===== src/rtl/alarm_clock_pkg.sv =====
// Shared alarm-clock types: BCD digit, minute pair and digit limits.
// Reused by the minute, hour and alarm-compare blocks.
package alarm_clock_pkg;

  localparam int BCD_W = 4;

  typedef logic [BCD_W-1:0] bcd_t;

  typedef struct packed {
    bcd_t tens;
    bcd_t units;
  } minute_t;

  localparam bcd_t MIN_TENS_MAX  = 4'd5;
  localparam bcd_t HR_TENS_MAX   = 4'd2;
  localparam bcd_t BCD_DIGIT_MAX = 4'd9;

  function automatic logic bcd_le(input bcd_t d, input bcd_t lim);
    return (d <= lim);
  endfunction

endpackage


===== src/rtl/bcd_digit.sv =====
// Single BCD digit register with load, wrapping increment and carry-out.
// Load wins over increment; any value at or above max wraps to zero on increment.
module bcd_digit
  import alarm_clock_pkg::*;
(
  input  logic             clk,
  input  logic             reset,
  input  logic             inc,
  input  logic             ld,
  input  logic [BCD_W-1:0] ld_val,
  input  logic [BCD_W-1:0] max,
  output logic [BCD_W-1:0] q,
  output logic             at_max,
  output logic             carry
);

  bcd_t q_r;

  // digit state: load first, then wrapping increment
  always_ff @(posedge clk or posedge reset) begin
    if (reset) begin
      q_r <= 4'd0;
    end else if (ld) begin
      q_r <= ld_val;
    end else if (inc) begin
      if (q_r >= max) begin
        q_r <= 4'd0;
      end else begin
        q_r <= q_r + 4'd1;
      end
    end else begin
      q_r <= q_r;
    end
  end

  assign q      = q_r;
  assign at_max = (q_r == max);
  assign carry  = inc & at_max;

endmodule


===== src/rtl/minute_counter.sv =====
// BCD minute register 00..TENS_MAX:UNITS_WRAP advanced or loaded by the minute strobe.
// Flags the last minute of the hour and pulses rollover / load_err one cycle after the event.
module minute_counter
  import alarm_clock_pkg::*;
#(
  parameter bcd_t TENS_MAX   = MIN_TENS_MAX,
  parameter bcd_t UNITS_WRAP = 4'd9
) (
  input  logic             clk,
  input  logic             reset,
  input  logic             minute_enable,
  input  logic             load,
  input  logic [BCD_W-1:0] load_tens,
  input  logic [BCD_W-1:0] load_units,
  output logic [BCD_W-1:0] min_tens,
  output logic [BCD_W-1:0] min_units,
  output logic             hour_thresh,
  output logic             rollover,
  output logic             load_err
);

  minute_t cur_s;
  logic    load_ok_s;
  logic    illegal_s;
  logic    count_s;
  logic    recover_s;
  logic    digit_ld_s;
  logic    units_inc_s;
  logic    units_carry_s;
  logic    units_at_max_s;
  logic    tens_at_max_s;
  logic    tens_carry_s;
  bcd_t    units_ld_val_s;
  bcd_t    tens_ld_val_s;
  logic    rollover_r;
  logic    load_err_r;

  // strobe decode; a corrupted state is cleared through the load path so both digits reset together
  always_comb begin
    load_ok_s      = bcd_le(load_tens, TENS_MAX) && bcd_le(load_units, BCD_DIGIT_MAX);
    illegal_s      = !bcd_le(cur_s.units, UNITS_WRAP) || !bcd_le(cur_s.tens, TENS_MAX);
    count_s        = minute_enable & ~load;
    recover_s      = count_s & illegal_s;
    units_inc_s    = count_s & ~illegal_s;
    digit_ld_s     = (minute_enable & load & load_ok_s) | recover_s;
    units_ld_val_s = load_units;
    tens_ld_val_s  = load_tens;
    if (recover_s) begin
      units_ld_val_s = 4'd0;
      tens_ld_val_s  = 4'd0;
    end else begin
      units_ld_val_s = load_units;
      tens_ld_val_s  = load_tens;
    end
  end

  bcd_digit u_units (
    .clk    (clk),
    .reset  (reset),
    .inc    (units_inc_s),
    .ld     (digit_ld_s),
    .ld_val (units_ld_val_s),
    .max    (UNITS_WRAP),
    .q      (cur_s.units),
    .at_max (units_at_max_s),
    .carry  (units_carry_s)
  );

  bcd_digit u_tens (
    .clk    (clk),
    .reset  (reset),
    .inc    (units_carry_s),
    .ld     (digit_ld_s),
    .ld_val (tens_ld_val_s),
    .max    (TENS_MAX),
    .q      (cur_s.tens),
    .at_max (tens_at_max_s),
    .carry  (tens_carry_s)
  );

  // event pulses: a tens carry is exactly a legal wrap from the last minute
  always_ff @(posedge clk or posedge reset) begin
    if (reset) begin
      rollover_r <= 1'b0;
      load_err_r <= 1'b0;
    end else begin
      rollover_r <= tens_carry_s;
      load_err_r <= minute_enable & load & ~load_ok_s;
    end
  end

  assign min_tens    = cur_s.tens;
  assign min_units   = cur_s.units;
  assign hour_thresh = tens_at_max_s & units_at_max_s;
  assign rollover    = rollover_r;
  assign load_err    = load_err_r;

endmodule


===== config.mk =====
export PLATFORM = sky130hd
export DESIGN_NAME = minute_counter
export DESIGN_NICKNAME = d
export VERILOG_FILES = /design/src/rtl/alarm_clock_pkg.sv /design/src/rtl/bcd_digit.sv /design/src/rtl/minute_counter.sv
export SDC_FILE = /design/constraint.sdc
export NUM_CORES = 1
export LEC_CHECK = 0
export ABC_AREA = 1
export CORE_AREA = 2 2 45 47
export DETAILED_ROUTE_END_ITERATION = 7
export DIE_AREA = 0 0 47 49
export GPL_TIMING_DRIVEN = 1
export HOLD_SLACK_MARGIN = 0.12
export PLACE_DENSITY = 0.75
export SLEW_MARGIN = 30
export SYNTH_ARGS = -nofsm -noshare
export SYNTH_HDL_FRONTEND = slang
export SYNTH_SLANG_ARGS = --single-unit

===== constraint.sdc =====
create_clock -name clk -period 2.23 [get_ports clk]
set_clock_uncertainty 0.2 [all_clocks]
set_input_delay 0.223 -clock clk [delete_from_list [all_inputs] [get_ports clk]]
set_output_delay 0.223 -clock clk [all_outputs]
set_load 0.01 [all_outputs]

==> results.json, run 1 <==
{
  "ant_nets": 0,
  "cap_violations": 0,
  "insertion_delay_ps": 270,
  "synth.avg_cell_area_sq_um": 6.91,
  "ys_seq_area_share_pct": 31.5,
  "syn_area_sq_um": 795,
  "cts_setup_buffers": 0,
  "row_count": 16,
  "first_global_vias": 711,
  "routed_wl_mm": 1.68,
  "port_buffers": 22,
  "end_kind": "output pin",
  "dpl.hpwl_mm": 1.26,
  "timing.rr.start": "u_tens.q[0]$_DFFE_PP0P_",
  "syn_nets": 133,
  "post-route-period-util_pct": 79.8,
  "vias": 785,
  "die_y_microns": 49,
  "ir_drop_uv": 442,
  "cts_tree": "built",
  "whs_ps": 323,
  "die_x_microns": 47,
  "synth.distinct_cells": 19,
  "crit_path_max_incr_delay_ps": 590,
  "drt_iter0_drc": 36,
  "crit_path_max_fanout": 8,
  "rrSetupSlack_ps": 510,
  "h-tree-depth": 1,
  "start_util_pct": 43.1,
  "r2r_cells": 11,
  "antenna_found_initial": 0,
  "rsz0062_at_grt": "no",
  "fin_setup_tns_ps": 0,
  "grt_pass1_wl_mm": 2.86,
  "p_per_area_nw_per_um2": 896,
  "design.portCount": 23,
  "hold_viol_final": 0,
  "ff_latch_area_sq_um": 253,
  "setup_viol": 0,
  "slew_violations": 0,
  "min_to": "load_err$_DFF_PP0_",
  "crit_chain": "clkdlybuf4s50_1",
  "min_path_cells": 3,
  "drt-wirelength-per-cell_microns": 9.94,
  "dpl_cell_area_sq_um": 1040,
  "ys_ff_latch": 10,
  "p_leak_uw": 0.000581,
  "slew_headroom_pct": 67.4,
  "coreArea_sq_um": 1840,
  "area_growth_syn_to_layout_pct": 38.0,
  "holdCritPathClass": "input pin to register",
  "startpoint": "u_units.q[3]$_DFFE_PP0P_",
  "crit_slowest_cell": "clkdlybuf4s50_1",
  "firstDrtPassIters": 6,
  "ys_top_cells_by_area": "dfrtp_1 (31%), nand2_1 (15%), ha_1 (9.4%), inv_1 (7.6%), nand3_1 (6.9%)",
  "cts_inserted_buffers": 3,
  "yosys_warnings": 0,
  "grt_start_max_net_pins": 11,
  "critPathBufInv": 1,
  "fmaxAchievable_ghz": 0.562,
  "synth_area_leader_cell": "dfrtp_1",
  "final.min_clock_period_ps": 1780,
  "worstSetupPathType": "register to output pin",
  "multi_input_area_sq_um": 457,
  "worst_slew_pin_slew_ps": 485,
  "gp_congestion": 0.746,
  "rr_endpoint": "u_tens.q[0]$_DFFE_PP0P_",
  "grt_use_total_pct": 16.7,
  "num-fill-cells": 174,
  "n_antenna_cell": 0,
  "worstHoldStart": "minute_enable",
  "drcViolationCount": 0,
  "critPathTopFamily": "buffers and inverters",
  "clkSlewWorstSetupHoldPaths_ps": 70,
  "cts.sinks": 10,
  "cp-start-kind": "register",
  "final_nets": 161,
  "status": "complete, no violations",
  "cp.required_ps": 1810,
  "drive_above_1_share_pct": 11.3,
  "die-area_sq_um": 2300,
  "clockBufferDepth": 2,
  "cts-root-buf": "clkbuf_4",
  "critical_path_arrival_ps": 1360,
  "synthCells": 115,
  "grt-ovfl-total": 0,
  "via_per_inst": 4.64,
  "postLayoutCellArea_sq_um": 1100,
  "yosysTopAreaCellShare_pct": 31.5
}
[worst max path at each step]
stage	end	slack, ps	cells after the start
floorplan	u_tens.q[2]$_DFFE_PP0P_	620	12
global placement	u_tens.q[2]$_DFFE_PP0P_	410	8
detailed placement	hour_thresh	370	5
CTS	hour_thresh	70	5
global route	hour_thresh	350	5
finish	min_units[3]	450	1
[state kept, by name, summed over array words and instances, names as in the netlist]
register / cells
load_err: 1
u_tens.q: 4
u_units.q: 4
rollover: 1
[layout by cell type (no fill, tap or decap), types with 2 or more instances in the layout]
cell	instances
clkdlybuf4s50_1	21
nand3_1	11
nand4_1	2
ha_1	6
nand3_2	2
dfrtp_1	8
inv_2	2
nand2_1	32
nand2_2	2
inv_1	16
nor2_1	14
xnor2_1	2
o21ai_1	3
dfrtp_2	2
a21oi_1	7
clkbuf_4	3
[cells by family (layout without fill, tap and decap cells)]
group           after synthesis  after routing  share of synthesized area [%]
flops                        10             10                           31.5
compound gates               10             10                           6.30
simple gates                 67             67                           39.5
xor+xnor                      2              2                           2.21
buf+inv                      20             47                           11.0
fa+ha+maj                     6              6                           9.45
[power by group]
group	leakage [uW]	switching [uW]	internal, uW
registers	0.000124	83.7	229
logic	0.000436	256	244
clock network	0.0000210	69.8	99.2
total	0.000581	410	572
[timing repair]
action,4_1_cts,5_1_grt
endpoints found under the setup margin,0,1
hold buffers,1,0
resized for setup,0,3
endpoints found under the hold margin,10,0
[stage by stage]
| step | total power (uW) | worst slack [ps] | utilization [%] | std cells |
|---|---|---|---|---|
| after global routing | 1070 | 352 | 59.5 | 169 |
| final | 982 | 450 | 59.5 | 169 |
| after floorplan | 627 | 615 | - | 115 |
| after detailed placement | 804 | 365 | 56.7 | 164 |
| after CTS | 983 | 65.3 | 59.2 | 169 |
| after global placement | 795 | 408 | 56.7 | 164 |
[cell type report]
type	instances	share of cell area (%)
inverters	19	6.96
multi-input cells	85	41.7
flip-flops and latches	10	23.1
well taps	27	3.08
repair buffers	24	21.9
clock buffers	4	3.31
[layer usage]
| layer | routed length, microns | GRT usage (%) | vias up |
|---|---|---|---|
| li1 | - | - | 416 |
| met2 | 740 | 23.7 | 34 |
| met4 | 37 | 8.80 | 0 |
| met1 | 810 | 23.5 | 329 |
| met5 | 0 | 0 | - |
| met3 | 91 | 2.96 | 6 |
[synth_stat cells]
| master | instances |
|---|---|
| a21oi_1 | 7 |
| buf_6 | 1 |
| clkinv_4 | 1 |
| dfrtp_1 | 10 |
| ha_1 | 6 |
| inv_1 | 16 |
| inv_2 | 2 |
| nand2_1 | 32 |
| nand2_2 | 2 |
| nand2_4 | 1 |
| nand3_1 | 11 |
| nand3_2 | 2 |
| nand3_4 | 1 |
| nand3b_1 | 1 |
| nand4_1 | 2 |
| nor2_1 | 14 |
| nor3_1 | 1 |
| o21ai_1 | 3 |
| xnor2_1 | 2 |
(Power assumes the default switching activity.)
==> run 2, diff against run 1 <==
CORE_AREA = 2 2 48 50   (was 2 2 45 47)
DIE_AREA = 0 0 50 52   (was 0 0 47 49)
PLACE_DENSITY = 0.69   (was 0.75)
clock period = 1.5 ns   (was 2.23 ns; I/O delays follow)
==> run 2 against run 1 <==
Against the previous run: the run now ends with negative setup slack left; non-clock buffer count rose by 27; global-route usage up 2.5 points; utilization is 13 points higher; clock power rose by 17%; count of clock-buffer cells in the layout unchanged; sequential share of layout area decreased by 6.5 points; flip-flop and latch count unchanged; combinational power increased to 2.9 times the previous value; sequential power increased by 31%; first-iteration DRC count shrank 44%; setup slack lost 640 ps; total power up 110%.
==> results.json, run 2 (synthesis gave the netlist of run 1 again) <==
{
  "status": "complete, but fails checks",
  "violations": "negative setup slack",
  "hold_viol_final": 0,
  "power.switching_uw": 932,
  "cts.sinks": 10,
  "p_per_area_nw_per_um2": 1360,
  "cts_tree": "built",
  "area_growth_syn_to_layout_pct": 93.1,
  "drcViolationCount": 0,
  "num-fill-cells": 147,
  "clockBufferDepth": 2,
  "p_comb_share_pct": 70.7,
  "grt-ovfl-total": 0,
  "min_path_cells": 5,
  "ant_nets": 0,
  "pwr-share-seq_pct": 19.7,
  "grt_use_total_pct": 19.2,
  "timing.rr.start": "u_tens.q[1]$_DFFE_PP0P_",
  "vias": 976,
  "drt-wirelength-per-cell_microns": 12.5,
  "rr_endpoint": "u_tens.q[1]$_DFFE_PP0P_",
  "p_leak_uw": 0.000796,
  "clkSlewWorstSetupHoldPaths_ps": 80,
  "grt_pass1_wl_mm": 3.88,
  "via_per_inst": 4.93,
  "antenna_found_initial": 0,
  "routed_wl_mm": 2.47,
  "first_global_vias": 927,
  "gp_congestion": 0.766,
  "clockPowerShare_pct": 9.5,
  "final.min_clock_period_ps": 1690,
  "power.internal_uw": 1150,
  "grt_start_max_net_pins": 11,
  "p_sw_share_pct": 44.8,
  "dpl.hpwl_mm": 1.54,
  "met3_usage_pct": 2.87,
  "min_to": "u_units.q[0]$_DFFE_PP0P_",
  "coreArea_sq_um": 2110,
  "postLayoutCellArea_sq_um": 1530,
  "cts_inserted_buffers": 3,
  "insertion_delay_ps": 270,
  "die_x_microns": 50,
  "worst_slew_pin_slew_ps": 417,
  "post-route-period-util_pct": 113,
  "fin_setup_tns_ps": -1220,
  "r2r_cells": 12,
  "setup_ws_ps": -190,
  "n_antenna_cell": 0,
  "die_y_microns": 52,
  "end_kind": "register",
  "design.portCount": 23,
  "crit_path_max_fanout": 5,
  "met2_usage_pct": 34.2,
  "cp.required_ps": 1450,
  "port_buffers": 22,
  "rrSetupSlack_ps": -190,
  "cp-start-kind": "register",
  "firstDrtPassIters": 4,
  "fmaxAchievable_ghz": 0.592,
  "drt_iter0_drc": 20,
  "ir_drop_uv": 863,
  "top_usage_layer": "met2",
  "critical_path_arrival_ps": 1640,
  "cts-root-buf": "clkbuf_4",
  "cap_violations": 0,
  "start_util_pct": 37.7,
  "h-tree-depth": 1,
  "final_common_cell": "nand2_1",
  "rsz0062_at_grt": "yes",
  "grtUsageMet1_pct": 23.4,
  "worstHoldStart": "load_units[0]",
  "worstSetupPathType": "register to register",
  "row_count": 17,
  "final_nets": 189,
  "drive_above_1_share_pct": 47.1,
  "multi_input_area_sq_um": 677,
  "holdCritPathClass": "input pin to register",
  "die-area_sq_um": 2600,
  "slew_headroom_pct": 72.1,
  "slew_violations": 0,
  "mostFrequentLayoutCells": "nand2_1 (27), buf_4 (22), inv_1 (12)",
  "ff_latch_area_sq_um": 254,
  "dpl_cell_area_sq_um": 1220,
  "setup_viol": 10
}
==> run 2: cell types whose count changed in the layout (fill, tap and decap cells not counted), moves of 5 or more <==
cell             change
buf_4               +21
clkdlybuf4s50_1     -10
nand3_1              -8
a21oi_1              -5
a21oi_2              +5
buf_6                +5
ha_1                 -5
nand2_1              -5
nand3_2              +5
nor2_1               -5
==> run 2: metrics by stage <==
stage / utilization [%] / instances / power, uW / hold slack (ps) / worst slack (ps)
after CTS: 68.6 / 196 / 1910 / 318 / -138
after global placement: 58.1 / 187 / 1380 / 260 / -197
after detailed placement: 58.1 / 187 / 1410 / 270 / -240
after global routing: 72.8 / 198 / 2230 / 348 / -270
after floorplan: - / 115 / 948 / -210 / -64.1
final: 72.8 / 198 / 2080 / 322 / -190
==> run 2: how the worst max path moves through the flow <==
stage | start | endpoint | slack (ps) | cells after the start
floorplan | u_tens.q[1]$_DFFE_PP0P_ | u_tens.q[2]$_DFFE_PP0P_ | -60 | 12
global placement | u_units.q[1]$_DFFE_PP0P_ | hour_thresh | -200 | 5
detailed placement | load_units[1] | u_units.q[0]$_DFFE_PP0P_ | -240 | 9
CTS | u_tens.q[1]$_DFFE_PP0P_ | u_tens.q[1]$_DFFE_PP0P_ | -140 | 13
global route | u_tens.q[1]$_DFFE_PP0P_ | u_tens.q[2]$_DFFE_PP0P_ | -270 | 12
finish | u_tens.q[1]$_DFFE_PP0P_ | u_tens.q[1]$_DFFE_PP0P_ | -190 | 12
==> run 2: critical path, stage by stage, from the launching register on <==
cell	delay, ps
dfrtp_1	400
inv_2	90
buf_6	100
ha_4	110
inv_2	30
nand2_2	70
nand2_2	70
nand2_4	70
nand3_2	120
nand3_4	150
inv_2	50
nand2_1	60
nand2_1	50
==> run 2: what timing repair did <==
| action | CTS | global route |
|---|---|---|
| pin swaps | 17 | 9 |
| resized for setup | 53 | 17 |
| endpoints found under the hold margin | 10 | 0 |
| gates cloned | 1 | 0 |
| setup buffers | 3 | 2 |
| endpoints found under the setup margin | 17 | 15 |
| hold buffers | 1 | 0 |
==> run 2: cell type report <==
type | instances | share of cell area [%]
Inverter | 19 | 4.98
Timing Repair Buffer | 51 | 30.3
Multi-Input combinational cell | 86 | 44.1
Clock buffer | 4 | 1.71
Tap cell | 28 | 2.28
Sequential cell | 10 | 16.6
==> run 2: routing by layer <==
layer	vias up	wire length, microns
met3	11	154
li1	475	-
met4	0	63
met2	48	1240
met5	-	0
met1	442	1010
==> run 2: power groups by stage <==
stage | registers, uW | logic, uW | clock network [uW]
finish | 411 | 1470 | 198
global route | 418 | 1590 | 221
CTS | 407 | 1300 | 201
detailed placement | 403 | 1010 | 0
global placement | 399 | 980 | 0
floorplan | 482 | 466 | 0
